<file path="config.mk">
export PLATFORM = sky130hd
export DESIGN_NAME = wb_scoreboard
export DESIGN_NICKNAME = d
export VERILOG_FILES = /design/src/rtl/cpu_pkg.sv /design/src/rtl/sb_counter.sv /design/src/rtl/wb_scoreboard.sv
export SDC_FILE = /design/constraint.sdc
export NUM_CORES = 1
export LEC_CHECK = 0
export ABC_CLOCK_PERIOD_IN_PS = 3050
export CAP_MARGIN = 20
export CELL_PAD_IN_SITES_DETAIL_PLACEMENT = 1
export CELL_PAD_IN_SITES_GLOBAL_PLACEMENT = 1
export CORE_MARGIN = 2
export CORE_UTILIZATION = 42
export DETAILED_ROUTE_END_ITERATION = 10
export PLACE_DENSITY_LB_ADDON = 0.1
export SLEW_MARGIN = 20
export SYNTH_ARGS = -nofsm -noshare
export SYNTH_HDL_FRONTEND = slang
export SYNTH_SLANG_ARGS = --single-unit
</file>
<file path="constraint.sdc">
create_clock -name clk -period 3.05 [get_ports clk]
set_clock_uncertainty 0.1 [all_clocks]
set_input_delay 0.4575 -clock clk [delete_from_list [all_inputs] [get_ports clk]]
set_output_delay 0.4575 -clock clk [all_outputs]
set_load 0.02 [all_outputs]
</file>
<file path="src/rtl/cpu_pkg.sv">
// Shared pipeline constants: register-file geometry and scoreboard counter width.
package cpu_pkg;

  localparam int REG_ADDR_W = 5;
  localparam int NUM_REGS   = 32;
  localparam int SB_CNT_W   = 2;

  localparam logic [REG_ADDR_W-1:0] REG_ZERO = 5'd0;

endpackage

</file>
<file path="src/rtl/sb_counter.sv">
// Saturating up/down in-flight counter for one tracked register.
module sb_counter #(
  parameter int CNT_W = 2
) (
  input  logic             clk,
  input  logic             rst_n,
  input  logic             inc,
  input  logic             dec,
  input  logic             clr,
  output logic [CNT_W-1:0] count,
  output logic             nonzero,
  output logic             at_max
);

  localparam logic [CNT_W-1:0] CNT_MAX  = {CNT_W{1'b1}};
  localparam logic [CNT_W-1:0] CNT_ZERO = {CNT_W{1'b0}};
  localparam logic [CNT_W-1:0] CNT_ONE  = CNT_W'(1);

  logic [CNT_W-1:0] cnt_r;

  // Counter state: clear wins, simultaneous inc/dec holds, ends saturate.
  always_ff @(posedge clk or negedge rst_n) begin
    if (!rst_n) begin
      cnt_r <= CNT_ZERO;
    end else if (clr) begin
      cnt_r <= CNT_ZERO;
    end else if (inc && !dec && (cnt_r != CNT_MAX)) begin
      cnt_r <= cnt_r + CNT_ONE;
    end else if (dec && !inc && (cnt_r != CNT_ZERO)) begin
      cnt_r <= cnt_r - CNT_ONE;
    end else begin
      cnt_r <= cnt_r;
    end
  end

  assign count   = cnt_r;
  assign nonzero = (cnt_r != CNT_ZERO);
  assign at_max  = (cnt_r == CNT_MAX);

endmodule

</file>
<file path="src/rtl/wb_scoreboard.sv">
// Register-writeback scoreboard: tracks pending destination writes from ID
// issue to WB retirement and raises the ID stall on RAW or counter saturation.
module wb_scoreboard #(
  parameter int NUM_REGS  = cpu_pkg::NUM_REGS,
  parameter int ADDR_W    = cpu_pkg::REG_ADDR_W,
  parameter int CNT_W     = cpu_pkg::SB_CNT_W,
  parameter int WB_BYPASS = 1
) (
  input  logic              clk,
  input  logic              rst_n,
  input  logic              Issue_valid,
  input  logic              Issue_wb_en,
  input  logic [ADDR_W-1:0] Issue_dst,
  input  logic [ADDR_W-1:0] Src1,
  input  logic [ADDR_W-1:0] Src2,
  input  logic              Src2_valid,
  input  logic              Wb_valid,
  input  logic [ADDR_W-1:0] Wb_dst,
  input  logic              Flush,
  output logic              Hazard_detected_signal,
  output logic              Busy,
  output logic              Wb_underflow
);

  import cpu_pkg::*;

  localparam logic [ADDR_W-1:0] R0      = ADDR_W'(REG_ZERO);
  localparam logic [CNT_W-1:0]  CNT_ONE = CNT_W'(1);

  logic [CNT_W-1:0]    cnt_s [NUM_REGS];
  logic [NUM_REGS-1:0] nz_s;
  logic [NUM_REGS-1:0] max_s;
  logic [NUM_REGS-1:1] issue_oh_s;
  logic [NUM_REGS-1:1] rel_oh_s;
  logic                issue_fire_s;
  logic                hazard_s;
  logic                underflow_evt_s;
  logic                underflow_r;

  // A source is pending unless a same-cycle final writeback releases it.
  function automatic logic pending(input logic [ADDR_W-1:0] s,
                                   input logic [CNT_W-1:0]  c,
                                   input logic              wbv,
                                   input logic [ADDR_W-1:0] wd);
    logic bypass;
    bypass  = (WB_BYPASS != 0) && wbv && (wd == s) && (c == CNT_ONE);
    pending = (s != R0) && (c != {CNT_W{1'b0}}) && !bypass;
  endfunction

  assign cnt_s[0] = {CNT_W{1'b0}};
  assign nz_s[0]  = 1'b0;
  assign max_s[0] = 1'b0;

  for (genvar r = 1; r < NUM_REGS; r++) begin : g_cnt
    sb_counter #(.CNT_W(CNT_W)) u_cnt (
      .clk     (clk),
      .rst_n   (rst_n),
      .inc     (issue_oh_s[r]),
      .dec     (rel_oh_s[r]),
      .clr     (Flush),
      .count   (cnt_s[r]),
      .nonzero (nz_s[r]),
      .at_max  (max_s[r])
    );
  end

  // Stall decision; saturation ignores a same-cycle release on purpose.
  always_comb begin
    hazard_s = 1'b0;
    if (Issue_valid) begin
      hazard_s = pending(Src1, cnt_s[Src1], Wb_valid, Wb_dst)
              || (Src2_valid && pending(Src2, cnt_s[Src2], Wb_valid, Wb_dst))
              || (Issue_wb_en && (Issue_dst != R0) && max_s[Issue_dst]);
    end else begin
      hazard_s = 1'b0;
    end
  end

  assign issue_fire_s = Issue_valid && !hazard_s && Issue_wb_en && (Issue_dst != R0);

  // One-hot issue/release decode for the tracked registers.
  always_comb begin
    issue_oh_s = '0;
    rel_oh_s   = '0;
    for (int r = 1; r < NUM_REGS; r++) begin
      issue_oh_s[r] = issue_fire_s && (Issue_dst == ADDR_W'(r));
      rel_oh_s[r]   = Wb_valid && (Wb_dst == ADDR_W'(r)) && nz_s[r];
    end
  end

  assign underflow_evt_s = Wb_valid && (Wb_dst != R0) && !nz_s[Wb_dst];

  // Sticky underflow flag, cleared only by reset or Flush.
  always_ff @(posedge clk or negedge rst_n) begin
    if (!rst_n) begin
      underflow_r <= 1'b0;
    end else if (Flush) begin
      underflow_r <= 1'b0;
    end else if (underflow_evt_s) begin
      underflow_r <= 1'b1;
    end else begin
      underflow_r <= underflow_r;
    end
  end

  assign Hazard_detected_signal = hazard_s;
  assign Busy                   = |nz_s[NUM_REGS-1:1];
  assign Wb_underflow           = underflow_r;

endmodule

</file>
==> impl_metrics.json <==
{
  "pwr-share-clk": 0.430,
  "grt_pass1_wl_microns": 48900,
  "grt_max_degree": 60,
  "dr.pass1.iters": 6,
  "routed_wl_microns": 31900,
  "numCtsBuffers": 9,
  "leakage_nw": 3.33,
  "ys.flop_type": "dfrtp_1",
  "htreeDepth": 3,
  "diodes": 0,
  "io_buffer_count": 29,
  "syn_area_per_cell_sq_um": 7.86,
  "syn2layout_area_growth_pct": 37.0,
  "netlist_area_sq_mm": 0.00619,
  "die_y_microns": 125,
  "cp-start-kind": "input port",
  "min_path_type": "input port to async pin",
  "grt_pass1_vias": 7967,
  "clock_latency_ns": 0.35,
  "ys_seq_elements": 63,
  "yosysSeqAreaShare": 0.255,
  "place_ws_ns": -1.17,
  "ys_async_sr_fraction": 1.00,
  "drtIter0Drc": 940,
  "violations": "setup timing",
  "crit_top_cell": "buf_6",
  "crit_chain": "dlygate4sd2_1 > buf_6 > buf_6 > mux4_2 > o22ai_2 > o32a_1 > o32a_1 > a2bb2oi_2 > buf_4 > nand2_4 > and2_4 > buf_6",
  "antenna_found_initial": 1,
  "worst_pin_slew_ns": 0.894,
  "core-area_sq_mm": 0.0145,
  "worst_slack_ns": -0.250,
  "cts.sinks": 63,
  "post-route-period-util": 1.08,
  "final_nets": 965,
  "viasPerCell": 6.90,
  "postRouteAntennaNets": 0,
  "path_max_fanout": 8,
  "synthMuxAreaShare": 0.123,
  "setup_viol": 27,
  "synth_top_cell_area_share": 0.255,
  "fillers": 1764,
  "clk_pin_slew_worst_paths_ns": 0.06,
  "switchingPower_uw": 801,
  "final_cells": 1127,
  "period_needed_ns": 3.30,
  "yosysUniqueCellTypes": 67,
  "synth-simple-area-share": 0.335,
  "power_density_mw_per_mm2": 305,
  "yosys.area.top_type": "dfrtp_1",
  "fin_hold_ws_ns": 0.0466,
  "clk_path_buf_depth": 2,
  "syn_nets": 815,
  "synth_area_leaders": "dfrtp_1, mux4_2, nor3_1, nor2_1, a21oi_1",
  "rows": 44,
  "synth_cells": 788,
  "clockRootBuffer": "clkbuf_16",
  "cts-hold-fix-buffers": 0,
  "worstSetupPathType": "input port to primary output",
  "switching_share": 0.309,
  "wl_per_cell_microns": 28.3,
  "placed_cells": 1100,
  "required_ns": 2.49,
  "grt_usage": 0.411,
  "drive_gt1_frac": 0.301,
  "cts_tree": "built",
  "start_util": 0.428,
  "critPathArrivalTime_ns": 2.74,
  "synth_top_family_by_area": "simple AND/OR/NAND/NOR gates",
  "die_area_sq_mm": 0.0157,
  "synth-compound-area-share": 0.206,
  "synth-xor-area-share": 0.0226,
  "p_int_mw": 1.79,
  "drc_errors": 0,
  "ys_top_cells_by_count": "nor2_1, nor3_1, dfrtp_1",
  "die_w_microns": 125,
  "hold_violations": 0,
  "relSlewSlack": 0.404,
  "rsz0062_at_grt": "yes",
  "vias": 7776,
  "peakVddDrop_uv": 239,
  "combinationalPowerShare": 0.245,
  "fin_util": 0.586,
  "critical-path-max-stage-delay_ns": 0.51,
  "synth_edf_count": 0,
  "totalPowerFinal_mw": 2.59,
  "synth_most_common_cell": "nor2_1",
  "outcome": "finished, violations left",
  "grt_remaining_overflow": 0,
  "end_kind": "primary output",
  "max_freq_ghz": 0.303,
  "maxCapViolCount": 0,
  "place_hpwl_microns": 24400,
  "seq_power_share": 0.325,
  "gp_congestion": 1.02,
  "rrSetupSlack_ns": -0.19,
  "yosys_warnings": 0,
  "crit_slowest_cell": "mux4_2",
  "synth_adder_area_share": 0,
  "slew_violations": 0,
  "ioPinCount": 30
}
what timing repair did:
item	4_1_cts	5_1_grt
pin swaps	19	8
setup endpoints to repair	64	60
gates cloned	2	0
gates resized for setup	53	28
setup buffers	10	0
per-stage QoR:
stage          setup TNS (ns)  cell area [sq um]
2_1_floorplan          -0.240               6250
3_3_place_gp           -50.64               7730
3_5_place_dp           -54.80               7730
4_1_cts                 -4.31               8350
5_1_grt                 -4.38               8480
6_report                -2.50               8480
worst max-delay path, delay by kind of cell:
| kind | cells | cell delay (ns) |
|---|---|---|
| buffers and inverters | 5 | 0.77 |
| multiplexers | 1 | 0.51 |
| AND/OR/NAND/NOR | 2 | 0.18 |
| AO/OA/AOI/OAI | 4 | 0.80 |
final timing paths:
kind,start,depth (start not counted),endpoint
max,Src1[0],12,Hazard_detected_signal
min,rst_n,1,g_cnt[5].u_cnt.count[1]$_DFFE_PN0P_
max reg2reg,g_cnt[6].u_cnt.count[0]$_DFFE_PN0P_,11,g_cnt[10].u_cnt.count[0]$_DFFE_PN0P_
min reg2reg,Wb_underflow$_DFFE_PN0P_,2,Wb_underflow$_DFFE_PN0P_
max in group asynchronous,rst_n,2,g_cnt[30].u_cnt.count[1]$_DFFE_PN0P_
min in group clk,Wb_underflow$_DFFE_PN0P_,2,Wb_underflow$_DFFE_PN0P_
kinds of logic after synthesis:
kind of cell,after synthesis
XOR/XNOR,16
AO/OA/AOI/OAI,189
AND/OR/NAND/NOR,396
multiplexers,45
buffers and inverters,79
flip-flops,63
state kept, by name, indices dropped and copies added, names as in the netlist:
signal	count
Wb_underflow	1
g_cnt.u_cnt.count	62
placed cells by master (no fill, tap or decap), types with 17 or more instances in the layout:
| cell | netlist | final |
|---|---|---|
| dfrtp_1 | 63 | 58 |
| nor3_1 | 71 | 65 |
| nand3_1 | 36 | 36 |
| mux4_2 | 24 | 24 |
| clkdlybuf4s50_1 | 0 | 17 |
| buf_4 | 3 | 154 |
| nor3b_1 | 17 | 17 |
| o21ai_0 | 36 | 35 |
| nor2_1 | 82 | 82 |
| nor4_1 | 25 | 17 |
| a21oi_1 | 49 | 49 |
| nand2_1 | 59 | 58 |
power groups by stage:
stage | clock network (mW) | logic (mW) | registers (mW)
floorplan | 0 | 0.291 | 0.858
CTS | 1.12 | 0.599 | 0.842
global placement | 0 | 0.540 | 0.857
detailed placement | 0 | 0.553 | 0.857
finish | 1.11 | 0.633 | 0.842
global route | 1.15 | 0.662 | 0.842
per-layer routing:
layer | up-vias | track usage | wire length, microns
met3 | 106 | 0.0967 | 3780
met2 | 540 | 0.620 | 13800
met4 | 2 | 0.186 | 1510
met1 | 3848 | 0.562 | 12800
li1 | 3280 | - | -
met5 | - | 0 | 10
layout make-up:
class                           count  area, sq um  area share
Sequential cell                    63         1580       0.187
Clock buffer                       13          270      0.0319
Inverter                           14         52.6     0.00620
Multi-Input combinational cell    646         4520       0.533
Tap cell                          184          230      0.0271
Clock inverter                      3         40.0     0.00472
Timing Repair Buffer              204         1790       0.211
No activity file was read; power rests on OpenSTA's default activity.
